File: src/rtl/lsu_pkg.sv
// Shared definitions for the load/store unit: funct3 size codes, FSM states and size decode.
package lsu_pkg;

   localparam logic [2:0] LSU_B  = 3'b000;
   localparam logic [2:0] LSU_H  = 3'b001;
   localparam logic [2:0] LSU_W  = 3'b010;
   localparam logic [2:0] LSU_BU = 3'b100;
   localparam logic [2:0] LSU_HU = 3'b101;

   typedef enum logic [1:0] {
      IDLE = 2'd0,
      BUSY = 2'd1,
      DONE = 2'd2
   } lsu_state_t;

   typedef enum logic [1:0] {
      SZ_B = 2'd0,
      SZ_H = 2'd1,
      SZ_W = 2'd2
   } lsu_size_t;

   // Reserved encodings (011, 110, 111) fall through to a full word access.
   function automatic lsu_size_t decode_size(input logic [2:0] f3);
      lsu_size_t sz;
      case (f3)
         LSU_B, LSU_BU: sz = SZ_B;
         LSU_H, LSU_HU: sz = SZ_H;
         default:       sz = SZ_W;
      endcase
      return sz;
   endfunction

   function automatic logic is_unsigned(input logic [2:0] f3);
      return (f3 == LSU_BU) || (f3 == LSU_HU);
   endfunction

endpackage

File: src/rtl/lsu_align.sv
// Combinational lane logic: store strobes and replicated store data from the live request,
// lane selection and sign/zero extension of the returned bus word from the latched request.
module lsu_align
   import lsu_pkg::*;
(
   input  logic [1:0]  st_size,
   input  logic [1:0]  st_lo,
   input  logic [31:0] wdata,
   input  logic [1:0]  ld_size,
   input  logic [1:0]  ld_lo,
   input  logic        ld_unsigned,
   input  logic [31:0] rdata,
   output logic [3:0]  wstrb,
   output logic [31:0] wdata_rep,
   output logic [31:0] rdata_ext
);

   logic [7:0]  byte_lane;
   logic [15:0] half_lane;

   always_comb begin
      wstrb     = 4'b1111;
      wdata_rep = wdata;
      case (st_size)
         SZ_B: begin
            wstrb     = 4'b0001 << st_lo;
            wdata_rep = {4{wdata[7:0]}};
         end
         SZ_H: begin
            wstrb     = 4'b0011 << {st_lo[1], 1'b0};
            wdata_rep = {2{wdata[15:0]}};
         end
         default: begin
            wstrb     = 4'b1111;
            wdata_rep = wdata;
         end
      endcase
   end

   // Half accesses look only at bit 1, which is how the forced alignment falls out for loads.
   always_comb begin
      byte_lane = rdata[7:0];
      case (ld_lo)
         2'd0:    byte_lane = rdata[7:0];
         2'd1:    byte_lane = rdata[15:8];
         2'd2:    byte_lane = rdata[23:16];
         default: byte_lane = rdata[31:24];
      endcase
      half_lane = ld_lo[1] ? rdata[31:16] : rdata[15:0];
      rdata_ext = rdata;
      case (ld_size)
         SZ_B:    rdata_ext = {{24{~ld_unsigned & byte_lane[7]}}, byte_lane};
         SZ_H:    rdata_ext = {{16{~ld_unsigned & half_lane[15]}}, half_lane};
         default: rdata_ext = rdata;
      endcase
   end

endmodule

File: src/rtl/load_store_unit.sv
// Multi-cycle load/store unit on a ready-handshaked data bus; stalls the core during each access.
// Optional macro LSU_MISALIGN_TRAP_EN turns misaligned half/word accesses into a bus-less fault.
module load_store_unit
   import lsu_pkg::*;
#(
   parameter int XLEN = 32
) (
   input  logic            clk,
   input  logic            reset,
   input  logic            MemRead,
   input  logic            MemWrite,
   input  logic [2:0]      funct3,
   input  logic [XLEN-1:0] ALUResult,
   input  logic [XLEN-1:0] WriteData,
   output logic [XLEN-1:0] ReadData,
   output logic            stall,
   output logic            lsu_fault,
   output logic            mem_req,
   output logic            mem_we,
   output logic [XLEN-1:0] mem_addr,
   output logic [XLEN-1:0] mem_wdata,
   output logic [3:0]      mem_wstrb,
   input  logic            mem_ready,
   input  logic [XLEN-1:0] mem_rdata
);

   lsu_state_t  state;
   lsu_state_t  next_state;
   logic        acc;
   logic        misaligned;
   logic [1:0]  st_size;
   logic [1:0]  ld_size;
   logic [1:0]  ld_lo;
   logic        ld_unsigned;
   logic [3:0]  st_wstrb;
   logic [31:0] st_wdata;
   logic [31:0] ld_data;

   assign acc     = MemRead | MemWrite;
   assign st_size = decode_size(funct3);

`ifdef LSU_MISALIGN_TRAP_EN
   logic fault_q;

   assign misaligned = ((st_size == SZ_H) && ALUResult[0]) ||
                       ((st_size == SZ_W) && (ALUResult[1:0] != 2'b00));
   assign lsu_fault  = fault_q;

   always_ff @(posedge clk or posedge reset) begin
      if (reset)
         fault_q <= 1'b0;
      else if (state == IDLE && acc)
         fault_q <= misaligned;
   end
`else
   assign misaligned = 1'b0;
   assign lsu_fault  = 1'b0;
`endif

   lsu_align u_align (
      .st_size     (st_size),
      .st_lo       (ALUResult[1:0]),
      .wdata       (WriteData),
      .ld_size     (ld_size),
      .ld_lo       (ld_lo),
      .ld_unsigned (ld_unsigned),
      .rdata       (mem_rdata),
      .wstrb       (st_wstrb),
      .wdata_rep   (st_wdata),
      .rdata_ext   (ld_data)
   );

   always_ff @(posedge clk or posedge reset) begin
      if (reset)
         state <= IDLE;
      else
         state <= next_state;
   end

   // DONE is the single retire cycle; the core sees stall drop exactly once per access.
   always_comb begin
      next_state = state;
      case (state)
         IDLE:    if (acc) next_state = misaligned ? DONE : BUSY;
         BUSY:    if (mem_ready) next_state = DONE;
         DONE:    next_state = IDLE;
         default: next_state = IDLE;
      endcase
      stall = acc && (state != DONE);
   end

   // Request fields are latched once on entry to BUSY and held stable until the bus answers.
   always_ff @(posedge clk or posedge reset) begin
      if (reset) begin
         mem_req     <= 1'b0;
         mem_we      <= 1'b0;
         mem_addr    <= '0;
         mem_wdata   <= '0;
         mem_wstrb   <= 4'b0000;
         ld_size     <= SZ_W;
         ld_lo       <= 2'b00;
         ld_unsigned <= 1'b0;
         ReadData    <= '0;
      end else begin
         case (state)
            IDLE: begin
               if (acc && misaligned) begin
                  ReadData <= '0;
               end else if (acc) begin
                  mem_req     <= 1'b1;
                  mem_we      <= MemWrite;
                  mem_addr    <= {ALUResult[XLEN-1:2], 2'b00};
                  mem_wdata   <= st_wdata;
                  mem_wstrb   <= MemWrite ? st_wstrb : 4'b0000;
                  ld_size     <= st_size;
                  ld_lo       <= ALUResult[1:0];
                  ld_unsigned <= is_unsigned(funct3);
               end
            end
            BUSY: begin
               if (mem_ready) begin
                  mem_req  <= 1'b0;
                  ReadData <= ld_data;
               end
            end
            default: ;
         endcase
      end
   end

endmodule

File: config.mk
export PLATFORM = sky130hd
export DESIGN_NAME = load_store_unit
export DESIGN_NICKNAME = d
export VERILOG_FILES = /design/src/rtl/lsu_pkg.sv /design/src/rtl/lsu_align.sv /design/src/rtl/load_store_unit.sv
export SDC_FILE = /design/constraint.sdc
export NUM_CORES = 1
export LEC_CHECK = 0
export BUFFER_PORTS_ARGS = -buffer_cell sky130_fd_sc_hd__buf_2
export CORE_AREA = 5 5 105 107
export DETAILED_ROUTE_END_ITERATION = 16
export DIE_AREA = 0 0 110 112
export GPL_ROUTABILITY_DRIVEN = 0
export PLACE_DENSITY_LB_ADDON = 0.12
export SETUP_SLACK_MARGIN = 0.05
export SKIP_LAST_GASP = 1
export SYNTH_ARGS = -nofsm -noshare
export SYNTH_HDL_FRONTEND = slang
export SYNTH_SLANG_ARGS = --single-unit
File: constraint.sdc
create_clock -name clk -period 7.6 [get_ports clk]
set_clock_uncertainty 0.2 [all_clocks]
set_input_delay 1.52 -clock clk [delete_from_list [all_inputs] [get_ports clk]]
set_output_delay 1.52 -clock clk [all_outputs]
set_load 0.05 [all_outputs]
==> flow_metrics.env <==
export IMPL_tritoncts_clock_tree="yes"
export IMPL_power_per_cell_area_nw_per_um2=533
export IMPL_layout_min_cycle_time_ps=3820
export IMPL_fmax_mhz=262
export IMPL_drv_slew=0
export IMPL_drt_wirelength_per_cell_um=15.3
export IMPL_leading_cell_types_by_total_area_after_synthesis="sky130_fd_sc_hd__dfrtp_1 53%, sky130_fd_sc_hd__nand2_1 14%, sky130_fd_sc_hd__mux2i_1 5.6%"
export IMPL_sw_frac_of_total=0.566
export IMPL_crit_path_dat_ps=2100
export IMPL_number_of_buffers_created_by_cts=9
export IMPL_timing_critical_path_slowest_stage_cell="sky130_fd_sc_hd__buf_2"
export IMPL_timing_critical_path_from="MemWrite"
export IMPL_number_of_diodes_added_for_antenna_fixing=0
export IMPL_path_class="in -> out"
export IMPL_start_util=0.497
export IMPL_final_net_count=833
export IMPL_run_status="finished, final reports clean"
export IMPL_pwr_share_seq=0.315
export IMPL_netlist_top_cell_by_area="sky130_fd_sc_hd__dfrtp_1"
export IMPL_dp_hpwl_um=9690
export IMPL_ys_seq_area_frac=0.537
export IMPL_cts_htree_levels=3
export IMPL_maxCapViolCount=0
export IMPL_ys_dominant_reg_cell="sky130_fd_sc_hd__dfrtp_1"
export IMPL_die_outline_height_um=112
export IMPL_path_clk_slew_ps=90
export IMPL_grt_resource_usage_total=0.219
export IMPL_rsz0062_at_grt="false"
export IMPL_synth_edff_count=0
export IMPL_synthArstFlopShare=1.00
export IMPL_die_x_um=110
export IMPL_io_pins=208
export IMPL_worst_ir_drop_vdd_mv=0.333
export IMPL_timing_critical_path_cells="buf_2 -> nor2_1 -> a21oi_1 -> buf_2"
export IMPL_power_clock_fraction=0.094
export IMPL_cp_slowest_stage_delay_ps=270
export IMPL_numPlacedInstances=854
export IMPL_finish_utilization=0.617
export IMPL_critPathBufInv=2
export IMPL_worstSkewPairLatency_ps=360
export IMPL_share_of_final_layout_standard_cells_stronger_than_drive_strength_1=0.340
export IMPL_global_route_wire_length_before_repair_um=21500
export IMPL_cts_root_buffer_cell="sky130_fd_sc_hd__clkbuf_8"
export IMPL_ys_seq_elements=107
export IMPL_critPathLaunchType="primary input"
export IMPL_route_detailed_drc=0
export IMPL_avgSynthCellArea_um2=9.12
export IMPL_kind_of_capture_point_of_the_worst_setup_path="primary output"
export IMPL_die_area_um2=12300
export IMPL_cts_hold_repair_buffers=0
export IMPL_crit_reg_reg_startpoint="ld_lo[1]"
export IMPL_finalCritPeriodShare=0.502
export IMPL_postLayoutSetupSlackWorst_ps=3780
export IMPL_p_leak_nw=3.22
export IMPL_final_antenna_net_count=0
export IMPL_post_cts_resize_count=0
export IMPL_critical_path_top_cell_by_count="sky130_fd_sc_hd__buf_2"
export IMPL_hold_class="reg -> reg"
export IMPL_post_drt_via_cell_ratio=5.08
export IMPL_layout_commonest_cell="sky130_fd_sc_hd__buf_2"
export IMPL_grt_max_degree=95
export IMPL_cts_sink_count=107
export IMPL_max_slew_margin_rel=0.380
export IMPL_fin_cells=869
export IMPL_worst_case_register_to_register_setup_slack_ps=5260
export IMPL_hold_path_startpoint="mem_addr[3]"
export IMPL_syn_to_final_growth_pct=24.1
export IMPL_netlist_area_leader_share=0.531
export IMPL_pwr_share_comb=0.591
export IMPL_layout_cells_most_common_list="204 x sky130_fd_sc_hd__buf_2, 190 x sky130_fd_sc_hd__nand2_1, 106 x sky130_fd_sc_hd__dfrtp_1"
export IMPL_port_buffers=204
export IMPL_routed_via_count=4418
export IMPL_p_switching_w=0.00187
export IMPL_fin_setup_tns_ps=0
export IMPL_syn_instance_count=547
export IMPL_power_after_layout_w=0.00330
export IMPL_worst_ep_required_time_ps=5880
export IMPL_max_slew_worst_pin_slew_ps=929
export IMPL_crit_family="buffers and inverters"
export IMPL_cts_post_setup_buffers_inserted=0
export IMPL_grt_overflow_total=0
export IMPL_worstPathMaxFanout=3
export IMPL_finalSetupViolations=0
export IMPL_ys_warn_count=0
export IMPL_ys_types=44
export IMPL_cts_buffer_depth=2
export IMPL_antenna_found_initial=1
export IMPL_p_int_w=0.00143
export IMPL_rows=37
export IMPL_syn_area_um2=4990
export IMPL_drtPass1Iterations=4
export IMPL_finalWirelength_um=13300
export IMPL_report_final_hold_viol_count=0
export IMPL_total_core_area_um2=10000
export IMPL_drtIter0Drc=258
export IMPL_first_global_vias=4350
export IMPL_dpl_worst_slack_ps=3780
## power groups by stage
stage                     logic, W  registers [W]  clock network [W]
after global placement     0.00194        0.00104                  0
after global routing       0.00209        0.00108           0.000348
after floorplan           0.000656        0.00191                  0
final                      0.00195        0.00104           0.000310
after detailed placement   0.00197        0.00105                  0
after CTS                  0.00197        0.00104           0.000319
## state kept, by name, indices dropped and copies added, names as in the netlist, 2 cells and up
signal     count
state          2
mem_addr      30
ReadData      32
mem_wdata     32
mem_wstrb      4
ld_lo          2
ld_size        2
## final timing paths
check / to / depth (start not counted)
setup reg to reg: ReadData[29] / 4
max in group asynchronous: mem_addr[24] / 3
hold reg to reg: mem_addr[3] / 2
min in group asynchronous: mem_addr[22] / 2
setup / recovery: stall / 4
hold / removal: mem_addr[3] / 2
## per-stage QoR
| stage | hold WS, ps | instance area (um^2) |
|---|---|---|
| floorplan | 284 | 5000 |
| global placement | 253 | 6030 |
| detailed placement | 258 | 6030 |
| CTS | 285 | 6190 |
| global route | 298 | 6190 |
| finish | 277 | 6190 |
## Yosys cell counts (all sizes together) (3+ instances only)
cell type	instances
inv	8
o21ai	41
mux2	3
a311oi	3
nor2	36
or3	7
clkbuf	12
a31o	3
o211ai	3
nand2	190
buf	26
o31ai	4
nand3b	3
nor3	7
mux2i	31
a211oi	3
a21oi	43
dfrtp	106
## per-layer routing
layer / global-route usage / routed length, um / vias up
li1: - / - / 2164
met2: 0.343 / 6170 / 174
met4: 0.0607 / 242 / 2
met3: 0.0696 / 1310 / 24
met1: 0.290 / 5540 / 2054
met5: 0 / 13 / -
## layout make-up
class | count | area [um^2]
Clock buffer | 12 | 145
Clock inverter | 3 | 15.0
Fill cell | 931 | 3850
Inverter | 8 | 32.5
Multi-Input combinational cell | 396 | 2110
Sequential cell | 107 | 2680
Tap cell | 136 | 170
Timing Repair Buffer | 207 | 1040
## cell families (layout without fill, tap and decap cells)
logic type	count (synthesis)	count (layout)	synth area share
buf+inv	46	230	0.0456
simple gates	249	249	0.202
mux	34	34	0.0765
compound gates	110	110	0.138
other cells	1	3	0.000751
flops	107	107	0.537
## worst reg2reg max path, stage by stage, from the launching register on
cell and delay (ps):
sky130_fd_sc_hd__dfrtp_1 850, sky130_fd_sc_hd__mux2i_4 390, sky130_fd_sc_hd__mux2i_4 110, sky130_fd_sc_hd__a21oi_4 510
sky130_fd_sc_hd__a21oi_1 150
No activity file was read; power rests on OpenSTA's default activity.
